`config.mk`:
```
export PLATFORM = sky130hd
export DESIGN_NAME = bp_be_dcache_wbuf_drain
export DESIGN_NICKNAME = d
export VERILOG_FILES = /design/src/rtl/bp_be_dcache_wbuf_drain.sv
export SDC_FILE = /design/constraint.sdc
export NUM_CORES = 1
export LEC_CHECK = 0
export BUFFER_PORTS_ARGS = -buffer_cell sky130_fd_sc_hd__buf_2
export CORE_AREA = 2 2 126 128
export CTS_BUF_LIST = sky130_fd_sc_hd__clkbuf_8 sky130_fd_sc_hd__clkbuf_16
export CTS_CLUSTER_SIZE = 24
export DETAILED_ROUTE_END_ITERATION = 7
export DIE_AREA = 0 0 128 130
export HOLD_SLACK_MARGIN = 0.15
export PLACE_DENSITY = 0.64
export REMOVE_ABC_BUFFERS = 1
export SLEW_MARGIN = 20
export SYNTH_ARGS = -nofsm -noshare
export SYNTH_HDL_FRONTEND = slang
export SYNTH_SLANG_ARGS = --single-unit
```
`constraint.sdc`:
```
create_clock -name clk_i -period 19.59 [get_ports clk_i]
set_input_delay 3.918 -clock clk_i [delete_from_list [all_inputs] [get_ports clk_i]]
set_output_delay 3.918 -clock clk_i [all_outputs]
set_load 0.01 [all_outputs]
```
`src/rtl/bp_be_dcache_wbuf_drain.sv`:
```
// Drains the dcache write buffer head into the banked data memory through a single
// coalescing register; same-word, same-way stores merge bytewise before one write.
module bp_be_dcache_wbuf_drain #(
   parameter int data_width_p  = 64,
   parameter int paddr_width_p = 56,
   parameter int ways_p        = 8,
   parameter int sets_p        = 64,
   parameter int timeout_p     = 4,
   localparam int mask_width_lp   = data_width_p / 8,
   localparam int way_id_width_lp = $clog2(ways_p),
   localparam int index_width_lp  = $clog2(sets_p),
   localparam int byte_offset_lp  = $clog2(mask_width_lp),
   localparam int age_width_lp    = $clog2(timeout_p + 1),
   localparam int entry_width_lp  = paddr_width_p + way_id_width_lp + data_width_p + mask_width_lp,
   localparam int dmem_addr_width_lp = index_width_lp + way_id_width_lp
) (
   input  logic                          clk_i,
   input  logic                          reset_i,

   input  logic                          wbuf_v_i,
   input  logic [entry_width_lp-1:0]     wbuf_entry_i,
   output logic                          wbuf_yumi_o,

   input  logic                          flush_i,

   output logic                          data_mem_v_o,
   output logic [dmem_addr_width_lp-1:0] data_mem_addr_o,
   output logic [ways_p-1:0]             data_mem_bank_o,
   output logic [data_width_p-1:0]       data_mem_data_o,
   output logic [mask_width_lp-1:0]      data_mem_mask_o,
   input  logic                          data_mem_yumi_i,

   output logic                          empty_o,

   input  logic [index_width_lp-1:0]     lce_snoop_index_i,
   input  logic [way_id_width_lp-1:0]    lce_snoop_way_i,
   output logic                          lce_snoop_match_o
);

   // Entry layout, MSB first: {paddr, way_id, data, mask}
   logic [paddr_width_p-1:0]   wbuf_paddr, hold_paddr;
   logic [way_id_width_lp-1:0] wbuf_way, hold_way;
   logic [data_width_p-1:0]    wbuf_data, hold_data, merged_data;
   logic [mask_width_lp-1:0]   wbuf_mask, hold_mask;

   logic                       hold_v_r;
   logic [entry_width_lp-1:0]  hold_entry_r;
   logic [age_width_lp-1:0]    age_r;

   logic [way_id_width_lp-1:0] hold_word;
   logic [index_width_lp-1:0]  hold_index;
   logic match, force_wr, grant, merge, load;
   logic unused_offset_bits;

   assign wbuf_paddr = wbuf_entry_i[entry_width_lp-1 -: paddr_width_p];
   assign wbuf_way   = wbuf_entry_i[data_width_p+mask_width_lp +: way_id_width_lp];
   assign wbuf_data  = wbuf_entry_i[mask_width_lp +: data_width_p];
   assign wbuf_mask  = wbuf_entry_i[0 +: mask_width_lp];

   assign hold_paddr = hold_entry_r[entry_width_lp-1 -: paddr_width_p];
   assign hold_way   = hold_entry_r[data_width_p+mask_width_lp +: way_id_width_lp];
   assign hold_data  = hold_entry_r[mask_width_lp +: data_width_p];
   assign hold_mask  = hold_entry_r[0 +: mask_width_lp];

   assign hold_word  = hold_paddr[byte_offset_lp +: way_id_width_lp];
   assign hold_index = hold_paddr[byte_offset_lp+way_id_width_lp +: index_width_lp];

   // Byte offsets inside a word never affect coalescing or addressing.
   assign unused_offset_bits = ^{wbuf_paddr[byte_offset_lp-1:0], hold_paddr[byte_offset_lp-1:0]};

   assign match = wbuf_v_i & hold_v_r
                & (wbuf_paddr[paddr_width_p-1:byte_offset_lp] == hold_paddr[paddr_width_p-1:byte_offset_lp])
                & (wbuf_way == hold_way);

   assign force_wr = hold_v_r & ((wbuf_v_i & ~match)
                                 | (age_r == age_width_lp'(timeout_p))
                                 | flush_i);

   // A yumi from memory without an outstanding request is ignored.
   assign grant = force_wr & data_mem_yumi_i;

   assign wbuf_yumi_o = wbuf_v_i & (~hold_v_r | (match & ~force_wr) | grant);
   assign merge       = match & ~force_wr & wbuf_yumi_o;
   assign load        = wbuf_yumi_o & ~merge;

   always_comb begin
      merged_data = hold_data;
      for (int b = 0; b < mask_width_lp; b++) begin
         if (wbuf_mask[b]) merged_data[8*b +: 8] = wbuf_data[8*b +: 8];
      end
   end

   always_ff @(posedge clk_i) begin
      if (reset_i) begin
         hold_v_r <= 1'b0;
         age_r    <= '0;
      end else if (merge) begin
         hold_entry_r <= {hold_paddr, hold_way, merged_data, hold_mask | wbuf_mask};
         age_r        <= '0;
      end else if (load) begin
         // A same-cycle grant has already written the old word; the new entry starts fresh.
         hold_entry_r <= wbuf_entry_i;
         hold_v_r     <= 1'b1;
         age_r        <= '0;
      end else if (grant) begin
         hold_v_r <= 1'b0;
         age_r    <= '0;
      end else if (hold_v_r && (age_r != age_width_lp'(timeout_p))) begin
         age_r <= age_r + 1'b1;
      end
   end

   assign data_mem_v_o    = force_wr;
   assign data_mem_addr_o = {hold_index, hold_word};
   assign data_mem_bank_o = ways_p'(1) << (hold_word ^ hold_way);
   assign data_mem_data_o = hold_data;
   assign data_mem_mask_o = hold_mask;

   assign empty_o           = ~hold_v_r;
   assign lce_snoop_match_o = hold_v_r & (hold_index == lce_snoop_index_i)
                            & (hold_way == lce_snoop_way_i);

endmodule
```
### After elaboration in Yosys (flattened, before gate mapping)

Index checks and enable logic that the tools add are counted.

| word-level totals | value |
|---|---|
| register bits | 135 |
| input bits | 145 |
| output and inout bits | 93 |
| word-level logic and storage cells | 78 |

| operators by class | value |
|---|---|
| add/sub/neg operators | 1 |
| eq/ne operators | 14 |
| shift operators | 1 |
| muxes and demuxes | 12 |
| bitwise operators | 23 |
| reductions and logical operators | 15 |

Operators by type and width:

| operator | count |
|---|---|
| $mux W72 | 2 |
| $mux W8 | 8 |
| $eq A53 B53 Y1 | 1 |
| $reduce_and A3 Y1 | 9 |
| $ne A2 B2 Y1 const B | 8 |
| $and A1 B1 Y1 | 12 |
| $or A8 B8 Y8 | 1 |
| $shl A1 B3 Y8 const A | 1 |
| $eq A3 B3 Y1 | 2 |
| $eq A6 B6 Y1 | 1 |
| $not A1 Y1 | 5 |
| $or A1 B1 Y1 | 4 |
| $reduce_and A2 Y1 | 2 |
| $reduce_bool A2 Y1 | 2 |
| $reduce_or A4 Y1 | 1 |
| $add A3 B1 Y3 const B | 1 |
| $eq A3 B3 Y1 const B | 1 |
| $ne A3 B3 Y1 const B | 1 |
| $xor A3 B3 Y3 | 1 |
| $mux W1 | 2 |
| $logic_and A1 B1 Y1 | 1 |

### Longest topological paths before layout

Gate-level depths: netlist of run 1.

| depth | value |
|---|---|
| depth after elaboration | 18 |
| mapped depth | 9 |

### Worst setup path after synthesis of run 1

OpenSTA, ideal clock, no wires.

| timing path | value |
|---|---|
| path kind | input -> register |
| start point | in flush_i |
| end point | reg hold_entry_r[100] (enable) |
| library setup time | 0.539 ns |
| data arrival time | 8.370 ns |
| data required time | 19.051 ns |
| path slack | 10.681 ns |
| cell stages on the path | 7 |
| path buffers | 1 |
| cell sequence | a21oi_1 -> nor2_1 -> nor2_1 -> nand4_1 -> nor2_1 -> buf_2 -> nor3_1 |

| on the way | value |
|---|---|
| cells in the longest elaborated chain, start to end | 11 |

Ends and longest elaborated chain:

| item | RTL line | text |
|---|---|---|
| start, declared | 24 | `input logic flush_i,` |
| $or A1 B1 Y1 * | 77 | `\| flush_i);` |
| $and A1 B1 Y1 * | 75 | `assign force_wr = hold_v_r & ((wbuf_v_i & ~match)` |
| $not A1 Y1 | 82, 83 |  |
| $and A1 B1 Y1 | 82, 83 |  |
| $or A1 B1 Y1 (2 in series) | 82 | `assign wbuf_yumi_o = wbuf_v_i & (~hold_v_r \| (match & ~force_wr) \| grant);` |
| $and A1 B1 Y1 | 82 |  |
| $and A1 B1 Y1 | 83 | `assign merge = match & ~force_wr & wbuf_yumi_o;` |
| $not A1 Y1 (no source line) | - |  |
| $and A1 B1 Y1 | 84 | `assign load = wbuf_yumi_o & ~merge;` |
| $reduce_and A3 Y1 (no source line) * | - |  |
| end signal, assigned | 98 | `hold_entry_r <= {hold_paddr, hold_way, merged_data, hold_mask \| wbuf_mask};` |
| end signal, assigned | 102 | `hold_entry_r <= wbuf_entry_i;` |
| end, declared | 47 | `logic [entry_width_lp-1:0] hold_entry_r;` |

Every way passes the cells marked *; elsewhere a longest branch is shown, timed or not.
A chain may end at the register's enable or synchronous reset.

### Worst setup path after layout of run 1

| timing path | value |
|---|---|
| start point | in wbuf_entry_i[104] |
| end point | out wbuf_yumi_o |

| on the way | value |
|---|---|
| cells in the longest elaborated chain, start to end | 13 |

Ends and longest elaborated chain:

| item | RTL line | text |
|---|---|---|
| start, declared | 21 | `input logic [entry_width_lp-1:0] wbuf_entry_i,` |
| $eq A53 B53 Y1 * | 72 | `& (wbuf_paddr[paddr_width_p-1:byte_offset_lp] == hold_paddr[paddr_width_p-1:byte_offset_lp])` |
| $and A1 B1 Y1 * | 72 |  |
| $and A1 B1 Y1 * | 73 | `& (wbuf_way == hold_way);` |
| $not A1 Y1 | 75 |  |
| $and A1 B1 Y1 | 75 |  |
| $or A1 B1 Y1 | 76 | `\| (age_r == age_width_lp'(timeout_p))` |
| $or A1 B1 Y1 | 77 |  |
| $and A1 B1 Y1 | 75 |  |
| $not A1 Y1 | 82 |  |
| $and A1 B1 Y1 | 82 |  |
| $or A1 B1 Y1 | 82 |  |
| $or A1 B1 Y1 * | 82 |  |
| $and A1 B1 Y1 * | 82 |  |
| end, declared | 22 | `output logic wbuf_yumi_o,` |

Marks and branches as above.

==> flow_metrics.env, run 1 <==
export IMPL_combPwrFrac_pct=8.2
export IMPL_fin_crit_ps=10110
export IMPL_async_flop_share_pct=0
export IMPL_numCtsBuffers=17
export IMPL_port_buffers=234
export IMPL_p_per_area_mw_per_mm2=96.8
export IMPL_r2r_setup_slack_ps=16430
export IMPL_stdcell_area_mm2=0.00706
export IMPL_r2r_start="hold_entry_r[72]$_DFFE_PP_"
export IMPL_critPathArrivalTime_ps=6200
export IMPL_synth_area_mm2=0.00570
export IMPL_crit_start="wbuf_entry_i[104]"
export IMPL_area_growth_pct=23.8
export IMPL_grt_max_degree=57
export IMPL_drive_gt1_share_pct=47.9
export IMPL_synth_common_cells="edfxtp_1 (128), buf_4 (81), xnor2_1 (49)"
export IMPL_switchingPower_mw=0.166
export IMPL_tritoncts="yes"
export IMPL_ios=238
export IMPL_vdd_drop_max_mv=0.0515
export IMPL_seqPwrFrac_pct=48.3
export IMPL_fin_util_pct=45.8
export IMPL_cp_cell_sequence="buf_2 -> xnor2_1 -> nand4_1 -> nor4_1 -> nand4_1 -> o21ai_1 -> and2_1 -> buf_2"
export IMPL_gp_congestion=0.813
export IMPL_die_area_mm2=0.0166
export IMPL_critPathCapture="wbuf_yumi_o"
export IMPL_postCtsSetupBuffers=0
export IMPL_synth_seq_cells=132
export IMPL_via_count=3422
export IMPL_die_h_um=130
export IMPL_netlist_instances=378
export IMPL_cp_slowest_cell="o21ai_1"
export IMPL_syn_area_per_cell_um2=15.1
export IMPL_max_stage_delay_ps=780
export IMPL_power_internal_mw=0.518
export IMPL_drtPass1Iterations=4
export IMPL_synthFlopType="edfxtp_1"
export IMPL_worst_pin_slew_ps=886
export IMPL_place_ws_ps=9380
export IMPL_worst_setup_path_start_kind="input pin"
export IMPL_synth_top_area_share_pct=67.4
export IMPL_setup_viol=0
export IMPL_hold_viol=0
export IMPL_power_mw=0.684
export IMPL_pwr_share_clk_pct=43.6
export IMPL_critical_path_class="input pin to output port"
export IMPL_wl_per_cell_um=16.1
export IMPL_postCtsHoldBufs=0
export IMPL_routed_wirelength_um=12100
export IMPL_sw_frac_of_total_pct=24.2
export IMPL_end_kind="output port"
export IMPL_timing_fmax_mhz=98.9
export IMPL_slew_viol_final=0
export IMPL_synth_distinct_cells=30
export IMPL_regArea_mm2=0.00392
export IMPL_grt_ovfl_total=0
export IMPL_fin_crit_sh_pct=51.6
export IMPL_clockBufferDepth=2
export IMPL_synthTopCellsByArea="edfxtp_1 (67%), buf_4 (11%), xnor2_1 (7.5%), xor2_1 (2.6%), nand4_1 (1.4%)"
export IMPL_clk_pin_slew_worst_paths_ps=60
export IMPL_dp_hpwl_um=9540
export IMPL_num_fill_cells=1409
export IMPL_die_w_um=128
export IMPL_synth_warnings=0
export IMPL_maxSlewHeadroom_pct=40.5
export IMPL_antenna_cells=0
export IMPL_grt_pass1_vias=3493
export IMPL_row_count=46
export IMPL_leakage_nw=2.89
export IMPL_status="finished, final reports clean"
export IMPL_yosys_area_top_type="edfxtp_1"
export IMPL_required_ps=15670
export IMPL_grt_pass1_wl_um=17900
export IMPL_antenna_found_initial=0
export IMPL_setup_tns_ps=0
export IMPL_nets=694
export IMPL_cts_htree_levels=4
export IMPL_multi_input_area_mm2=0.00112
export IMPL_fin_skew_ps=9.60
export IMPL_start_util_pct=37.0
export IMPL_ctsRootBufferMaster="clkbuf_16"
export IMPL_ant_nets=0
export IMPL_maxCapViolCount=0
export IMPL_synth_edff_count=128
export IMPL_hold_path_class="flop to flop"
export IMPL_placed_cell_area_mm2=0.00650
export IMPL_synth_most_common_cell="edfxtp_1"
export IMPL_clk_latency_ps=420
export IMPL_grt_setup_unrepaired="false"
export IMPL_r2r_cells=6
export IMPL_cts_resized=0
export IMPL_drc=0
export IMPL_setup_ws_ps=9480
export IMPL_dr_first_iter_drc_count=168
export IMPL_grt_usage_pct=14.6
export IMPL_r2r_end="hold_entry_r[37]$_DFFE_PP_"
export IMPL_seq_area_frac_synth_pct=68.8
export IMPL_worstPathMaxFanout=12
export IMPL_routed_via_density=4.55
export IMPL_clock_sinks=132
export IMPL_core_mm2=0.0154
state kept, by name, summed over array words and instances, names as in the netlist:
register      count
hold_entry_r    128
age_r             3
hold_v_r          1
cells in the final DEF, fill, tap and decap left out, types with 2 or more instances in the layout:
cell and count:
buf_2 234, edfxtp_1 128, xnor2_1 49, xor2_1 17, clkbuf_16 17, nor2_1 15
nand4_1 13, a21o_1 10, inv_1 8, o211a_1 8, a21oi_1 7, nor4_1 7
nand2_1 6, inv_6 6, dfxtp_1 4, clkinvlp_4 4, inv_8 3, o22ai_1 2
o21ai_0 2, a211oi_1 2, a211o_1 2, ha_1 2
worst min path at each step:
stage,slack [ps],end,from,depth (start not counted)
floorplan,540,age_r[2]$_SDFFE_PP0P_,age_r[2]$_SDFFE_PP0P_,2
global placement,530,hold_entry_r[6]$_DFFE_PP_,hold_entry_r[6]$_DFFE_PP_,1
detailed placement,530,hold_entry_r[4]$_DFFE_PP_,hold_entry_r[4]$_DFFE_PP_,1
CTS,550,hold_entry_r[4]$_DFFE_PP_,hold_entry_r[4]$_DFFE_PP_,1
global route,560,hold_entry_r[5]$_DFFE_PP_,hold_entry_r[5]$_DFFE_PP_,1
finish,540,hold_entry_r[4]$_DFFE_PP_,hold_entry_r[4]$_DFFE_PP_,1
per-stage QoR:
step / instances / hold WS [ps]
after floorplan: 293 / 537
final: 752 / 543
after global routing: 752 / 561
after CTS: 752 / 549
after global placement: 720 / 533
after detailed placement: 720 / 534
critical path: cells and delay by family:
| family | cells | cell delay (ps) |
|---|---|---|
| compound gates | 1 | 780 |
| buf+inv | 2 | 240 |
| xor+xnor | 1 | 140 |
| simple gates | 4 | 1110 |
per-layer routing:
metal	vias to the layer above	GRT usage (%)	wire, um
met4	0	5.88	171
li1	1628	-	-
met3	15	5.58	1020
met1	1612	16.2	4780
met5	-	0	0
met2	167	25.5	6130
layout make-up:
class | instances | area share, %
Inverter | 9 | 0.478
Tap cell | 192 | 3.40
Multi-Input combinational cell | 152 | 15.9
Clock buffer | 17 | 6.02
Timing Repair Buffer | 235 | 16.7
Sequential cell | 132 | 55.5
Clock inverter | 15 | 1.95
power groups by stage:
stage | registers, mW | logic, mW | clock network, mW
final | 0.330 | 0.0558 | 0.298
after global routing | 0.331 | 0.0622 | 0.317
after CTS | 0.330 | 0.0571 | 0.308
after global placement | 0.336 | 0.0554 | 0
after detailed placement | 0.336 | 0.0568 | 0
after floorplan | 0.340 | 0.0216 | 0
cell families (layout without fill, tap and decap cells):
| kind of cell | count (synthesis) | after routing | synth area share [%] |
|---|---|---|---|
| XOR/XNOR | 66 | 66 | 10.1 |
| flip-flops | 132 | 132 | 68.8 |
| adder cells (fa/ha/maj) | 2 | 2 | 0.439 |
| AO/OA/AOI/OAI | 37 | 37 | 4.87 |
| buffers and inverters | 94 | 276 | 11.6 |
| AND/OR/NAND/NOR | 47 | 47 | 4.19 |
No activity file was read; power rests on OpenSTA's default activity.
==> inputs of run 2 (changes only) <==
ABC_AREA = 1   (was default)
CORE_AREA = 2 2 131 133   (was 2 2 126 128)
DIE_AREA = 0 0 133 135   (was 0 0 128 130)
PLACE_DENSITY = 0.63   (was 0.64)
clock period = 9.4 ns   (was 19.59 ns; I/O delays follow)
==> run 2 against run 1 <==
Net effect:
- combinational power rose by 120%
- worst setup slack got worse by 5900 ps
- clock power rose by 110%
- critical path type unchanged
- highest routed layer unchanged
==> flow_metrics.env, run 2 <==
export IMPL_drtPass1Iterations=4
export IMPL_critPathArrivalTime_ps=3900
export IMPL_synthFlopType="edfxtp_1"
export IMPL_setup_ws_ps=3620
export IMPL_layout_common_cells="buf_2 (234), nand2_1 (151), edfxtp_1 (128)"
export IMPL_die_h_um=135
export IMPL_yosys_area_top_type="edfxtp_1"
export IMPL_cp_cell_sequence="buf_2 -> inv_1 -> o21ai_0 -> nor2_1 -> nand2_1 -> nor2_1 -> nand2_1 -> nor2_1 -> nand2_1 -> clkinv_1 -> nor2_1 -> buf_2"
export IMPL_synth_area_mm2=0.00617
export IMPL_grt_setup_unrepaired="false"
export IMPL_grt_ovfl_total=0
export IMPL_maxCapViolCount=0
export IMPL_r2r_start="age_r[0]$_SDFFE_PP0P_"
export IMPL_syn_area_per_cell_um2=10.5
export IMPL_clockBufferDepth=2
export IMPL_cp_top_family="simple AND/OR/NAND/NOR gates"
export IMPL_netlist_instances=589
export IMPL_dp_hpwl_um=10900
export IMPL_antenna_found_initial=2
export IMPL_port_buffers=234
export IMPL_power_mw=1.44
export IMPL_dr_first_iter_drc_count=129
export IMPL_routed_wirelength_um=13700
export IMPL_routed_via_density=4.14
export IMPL_clk_pin_slew_worst_paths_ps=60
export IMPL_use_met3_pct=4.77
export IMPL_die_area_mm2=0.0180
export IMPL_vdd_drop_max_mv=0.112
export IMPL_fin_util_pct=46.3
export IMPL_synth_seq_cells=132
export IMPL_leakage_nw=3.66
export IMPL_synth_edff_count=128
export IMPL_grt_usage_pct=15.5
export IMPL_whs_ps=534
export IMPL_combPwrFrac_pct=8.3
export IMPL_tritoncts="yes"
export IMPL_synth_most_common_cell="nand2_1"
export IMPL_die_w_um=133
export IMPL_row_count=47
export IMPL_setup_viol=0
export IMPL_seqPwrFrac_pct=47.4
export IMPL_hold_end="age_r[2]$_SDFFE_PP0P_"
export IMPL_setup_tns_ps=0
export IMPL_r2r_end="hold_entry_r[112]$_DFFE_PP_"
export IMPL_seq_area_frac_synth_pct=63.6
export IMPL_synth_warnings=0
export IMPL_p_per_area_mw_per_mm2=190
export IMPL_met1_usage_pct=17.2
export IMPL_drive_gt1_share_pct=35.2
export IMPL_via_count=4121
export IMPL_required_ps=7520
export IMPL_grt_use_met2_pct=27.2
export IMPL_slew_viol_final=0
export IMPL_postCtsHoldBufs=0
export IMPL_async_flop_share_pct=0
export IMPL_critPathBufInv=4
export IMPL_cts_resized=0
export IMPL_regMostFlops="hold_entry_r"
export IMPL_power_internal_mw=1.08
export IMPL_core_mm2=0.0164
export IMPL_worstPathMaxFanout=11
export IMPL_grt_pass1_wl_um=20700
export IMPL_stdcell_area_mm2=0.00759
export IMPL_postCtsSetupBuffers=0
export IMPL_area_growth_pct=22.9
export IMPL_end_kind="output port"
export IMPL_grt_max_degree=52
export IMPL_largest_reg_flops=128
export IMPL_max_stage_delay_ps=480
export IMPL_status="finished, final reports clean"
export IMPL_synth_distinct_cells=24
export IMPL_placed_cell_area_mm2=0.00700
export IMPL_gp_congestion=0.777
export IMPL_num_fill_cells=1525
export IMPL_synth_common_cells="nand2_1 (151), edfxtp_1 (128), inv_1 (97)"
export IMPL_fin_crit_sh_pct=61.5
export IMPL_wl_per_cell_um=13.8
export IMPL_hold_path_class="flop to flop"
export IMPL_synth_top_area_share_pct=62.3
export IMPL_min_from="age_r[2]$_SDFFE_PP0P_"
export IMPL_pwr_share_clk_pct=44.2
export IMPL_worst_setup_path_start_kind="input pin"
export IMPL_synthTopCellsByArea="edfxtp_1 (62%), buf_4 (9.9%), nand2_1 (9.2%), inv_1 (5.9%), nor2_1 (4.3%)"
export IMPL_sw_frac_of_total_pct=25.1
export IMPL_r2r_setup_slack_ps=6120
export IMPL_start_util_pct=37.6
export IMPL_ios=238
export IMPL_final_common_cell="buf_2"
export IMPL_fin_crit_ps=5780
export IMPL_place_ws_ps=3580
export IMPL_fin_cells=995
export IMPL_grt_pass1_vias=4028
export IMPL_worst_pin_slew_ps=773
export IMPL_critical_path_class="input pin to output port"
export IMPL_maxSlewHeadroom_pct=48.3
export IMPL_nets=907
export IMPL_timing_fmax_mhz=173
export IMPL_hold_viol=0
export IMPL_whs_path_depth=2
export IMPL_clock_sinks=132
export IMPL_r2r_cells=14
export IMPL_cts_htree_levels=4
export IMPL_top_regs="hold_entry_r: 128 flops, age_r: 3 flops, hold_v_r: 1 flops"
export IMPL_ant_nets=0
export IMPL_switchingPower_mw=0.363
export IMPL_clk_latency_ps=420
export IMPL_drc=0
export IMPL_crit_top_cell="nor2_1"
export IMPL_numCtsBuffers=17
export IMPL_dp_cells=961
export IMPL_ctsRootBufferMaster="clkbuf_16"
export IMPL_cp_slowest_cell="clkinv_1"
export IMPL_fin_skew_ps=15.4
export IMPL_busiest_layer="met2"
## run 2: cell count changes after synthesis, moves of 6 or more
| cell | change |
|---|---|
| xor2_1 | -14 |
| nor2_1 | +55 |
| nor4_1 | -7 |
| nand2_1 | +145 |
| o21ai_0 | +10 |
| inv_1 | +89 |
| o211a_1 | -8 |
| xnor2_1 | -34 |
| a21oi_1 | -6 |
| nand4_1 | -12 |
## run 2: worst register-to-register path: cells and delay by family (launching register included)
kind	cells	cell delay, ps
adder cells (fa/ha/maj)	1	190
AO/OA/AOI/OAI	1	220
buffers and inverters	2	660
AND/OR/NAND/NOR	10	1430
flip-flops	1	370
## run 2: cell type report
| cell class | instances | area, um2 | area share [%] |
|---|---|---|---|
| clock inverter | 15 | 158 | 2.08 |
| multi-input combinational | 275 | 1250 | 16.5 |
| antenna | 2 | 5.00 | 0.0660 |
| inverter | 99 | 372 | 4.90 |
| sequential | 132 | 3920 | 51.7 |
| clock buffer | 17 | 425 | 5.61 |
| tap | 220 | 275 | 3.63 |
| timing repair buffer | 235 | 1180 | 15.5 |
## run 2: power by group through the flow
stage	sequential [mW]	combinational, mW	clock, mW
finish	0.686	0.121	0.639
global route	0.688	0.137	0.687
CTS	0.686	0.123	0.661
detailed placement	0.699	0.123	0
global placement	0.697	0.120	0
floorplan	0.705	0.0490	0
## run 2: routing by layer
layer,wire length (um),up-vias
li1,-,2128
met1,5460,1800
met2,6940,175
met3,1010,18
met4,290,0
met5,0,-
## run 2: worst max path at each step
stage	start	endpoint	slack, ps	cells past startpoint
6_report	wbuf_entry_i[80]	data_mem_v_o	3620	12
5_1_grt	wbuf_entry_i[72]	data_mem_v_o	3370	12
4_1_cts	wbuf_entry_i[80]	data_mem_v_o	3570	12
3_5_place_dp	wbuf_entry_i[80]	data_mem_v_o	3580	12
3_3_place_gp	wbuf_entry_i[80]	data_mem_v_o	3690	12
2_1_floorplan	wbuf_entry_i[72]	data_mem_v_o	4500	10
## run 2: logic make-up after synthesis
| group | share of synthesized area [%] |
|---|---|
| simple gates | 14.4 |
| fa+ha+maj | 0.405 |
| compound gates | 2.88 |
| flops | 63.6 |
| xor+xnor | 2.55 |
| buf+inv | 16.2 |
==> inputs of run 3 (changes only) <==
clock period = 5.4 ns   (was 9.4 ns; I/O delays follow)
==> run 3 against run 2 <==
Net effect:
- sequential share of layout area about the same
- worst hold slack improved by 1.3 ps
- wire length decreased by 0.58%
- critical endpoint unchanged
==> flow_metrics.env, run 3 (same netlist as run 2, synthesis figures left out) <==
export IMPL_p_per_area_mw_per_mm2=332
export IMPL_leakage_nw=3.66
export IMPL_ios=238
export IMPL_grt_pass1_vias=3855
export IMPL_via_count=4100
export IMPL_grt_pass1_wl_um=20400
export IMPL_num_fill_cells=1556
export IMPL_worst_setup_path_start_kind="input pin"
export IMPL_critPathArrivalTime_ps=3030
export IMPL_status="finished, final reports clean"
export IMPL_drtPass1Iterations=4
export IMPL_whs_ps=535
export IMPL_sw_frac_of_total_pct=25.3
export IMPL_cts_htree_levels=4
export IMPL_port_buffers=234
export IMPL_power_internal_mw=1.88
export IMPL_drive_gt1_share_pct=35.2
export IMPL_end_kind="output port"
export IMPL_die_w_um=133
export IMPL_antenna_cells=0
export IMPL_fin_skew_ps=9.68
export IMPL_routed_via_density=4.13
export IMPL_timing_fmax_mhz=243
export IMPL_numCtsBuffers=17
export IMPL_regMostFlops="hold_entry_r"
export IMPL_dr_first_iter_drc_count=206
export IMPL_clk_pin_slew_worst_paths_ps=60
export IMPL_tritoncts="yes"
export IMPL_grt_usage_pct=15.4
export IMPL_cts_resized=0
export IMPL_seqPwrFrac_pct=47.4
export IMPL_postCtsSetupBuffers=0
export IMPL_postCtsHoldBufs=0
export IMPL_combPwrFrac_pct=8.3
export IMPL_hold_path_class="flop to flop"
export IMPL_regArea_mm2=0.00392
export IMPL_nets=907
export IMPL_grt_ovfl_total=0
export IMPL_area_growth_pct=23.0
export IMPL_pwr_share_clk_pct=44.3
export IMPL_clk_latency_ps=420
export IMPL_hold_viol=0
export IMPL_grt_setup_unrepaired="false"
export IMPL_whs_path_depth=2
export IMPL_routed_wirelength_um=13600
export IMPL_gp_congestion=0.786
export IMPL_maxSlewHeadroom_pct=48.0
export IMPL_multi_input_area_mm2=0.00125
export IMPL_switchingPower_mw=0.637
export IMPL_setup_tns_ps=0
export IMPL_clockBufferDepth=2
export IMPL_dp_hpwl_um=10800
export IMPL_die_h_um=135
export IMPL_core_mm2=0.0164
export IMPL_critical_path_class="input pin to output port"
export IMPL_fin_crit_ps=4110
export IMPL_drc=0
export IMPL_antenna_found_initial=2
export IMPL_r2r_cells=14
export IMPL_start_util_pct=37.6
export IMPL_fin_crit_sh_pct=76.1
export IMPL_die_area_mm2=0.0180
export IMPL_final_common_cell="buf_2"
export IMPL_required_ps=4320
export IMPL_grt_max_degree=57
export IMPL_layout_common_cells="buf_2 (234), nand2_1 (151), edfxtp_1 (128)"
export IMPL_top_regs="hold_entry_r: 128 flops, age_r: 3 flops, hold_v_r: 1 flops"
export IMPL_largest_reg_flops=128
export IMPL_worstPathMaxFanout=11
export IMPL_slew_viol_final=0
export IMPL_worst_pin_slew_ps=781
export IMPL_maxCapViolCount=0
export IMPL_ant_nets=0
export IMPL_vdd_drop_max_mv=0.215
export IMPL_clock_sinks=132
export IMPL_wl_per_cell_um=13.7
export IMPL_ctsRootBufferMaster="clkbuf_16"
export IMPL_setup_viol=0
export IMPL_row_count=47
[run 3: layout make-up]
type                            instances  area share (%)
Tap cell                              220            3.62
Clock buffer                           17            5.60
Inverter                               99            4.89
Sequential cell                       132            51.7
Clock inverter                         15            2.21
Timing Repair Buffer                  235            15.5
Multi-Input combinational cell        275            16.5
[run 3: metrics by stage]
| stage | cell area (um2) | cells | total power, mW | setup slack [ps] | utilization [%] |
|---|---|---|---|---|---|
| final | 7590 | 993 | 2.52 | 1290 | 46.3 |
| after global routing | 7590 | 993 | 2.63 | 998 | 46.3 |
| after CTS | 7590 | 993 | 2.55 | 1210 | 46.3 |
| after detailed placement | 7000 | 961 | 1.43 | 1210 | 42.7 |
| after global placement | 7000 | 961 | 1.42 | 1270 | 42.7 |
| after floorplan | 5540 | 506 | 1.31 | 1450 | - |
[run 3: worst paths after layout]
path,from,end,slack (ps)
hold reg to reg,age_r[2]$_SDFFE_PP0P_,age_r[2]$_SDFFE_PP0P_,540
hold / removal,age_r[2]$_SDFFE_PP0P_,age_r[2]$_SDFFE_PP0P_,540
setup / recovery,wbuf_entry_i[80],data_mem_v_o,1290
setup reg to reg,age_r[0]$_SDFFE_PP0P_,hold_entry_r[107]$_DFFE_PP_,2250
[run 3: routing by layer]
layer  GRT usage, %  vias up  routed length [um]
li1               -     2128                   -
met4           6.09        2                 269
met5              0        -                  17
met3           5.71       22                1160
met2           26.5      171                6820
met1           17.5     1777                5350
[run 3: power groups by stage]
stage | registers, mW | clock network [mW] | logic (mW)
floorplan | 1.23 | 0 | 0.0853
global placement | 1.21 | 0 | 0.210
detailed placement | 1.22 | 0 | 0.213
CTS | 1.19 | 1.15 | 0.214
global route | 1.20 | 1.19 | 0.238
finish | 1.19 | 1.12 | 0.209
[run 3: worst max-delay path: stages]
cell and delay [ps]:
buf_2 90, inv_1 40, o21ai_0 240, nor2_1 80
nand2_1 60, nor2_1 40, nand2_1 60, nor2_1 40
nand2_1 380, clkinv_1 490, nor2_1 230, buf_2 190
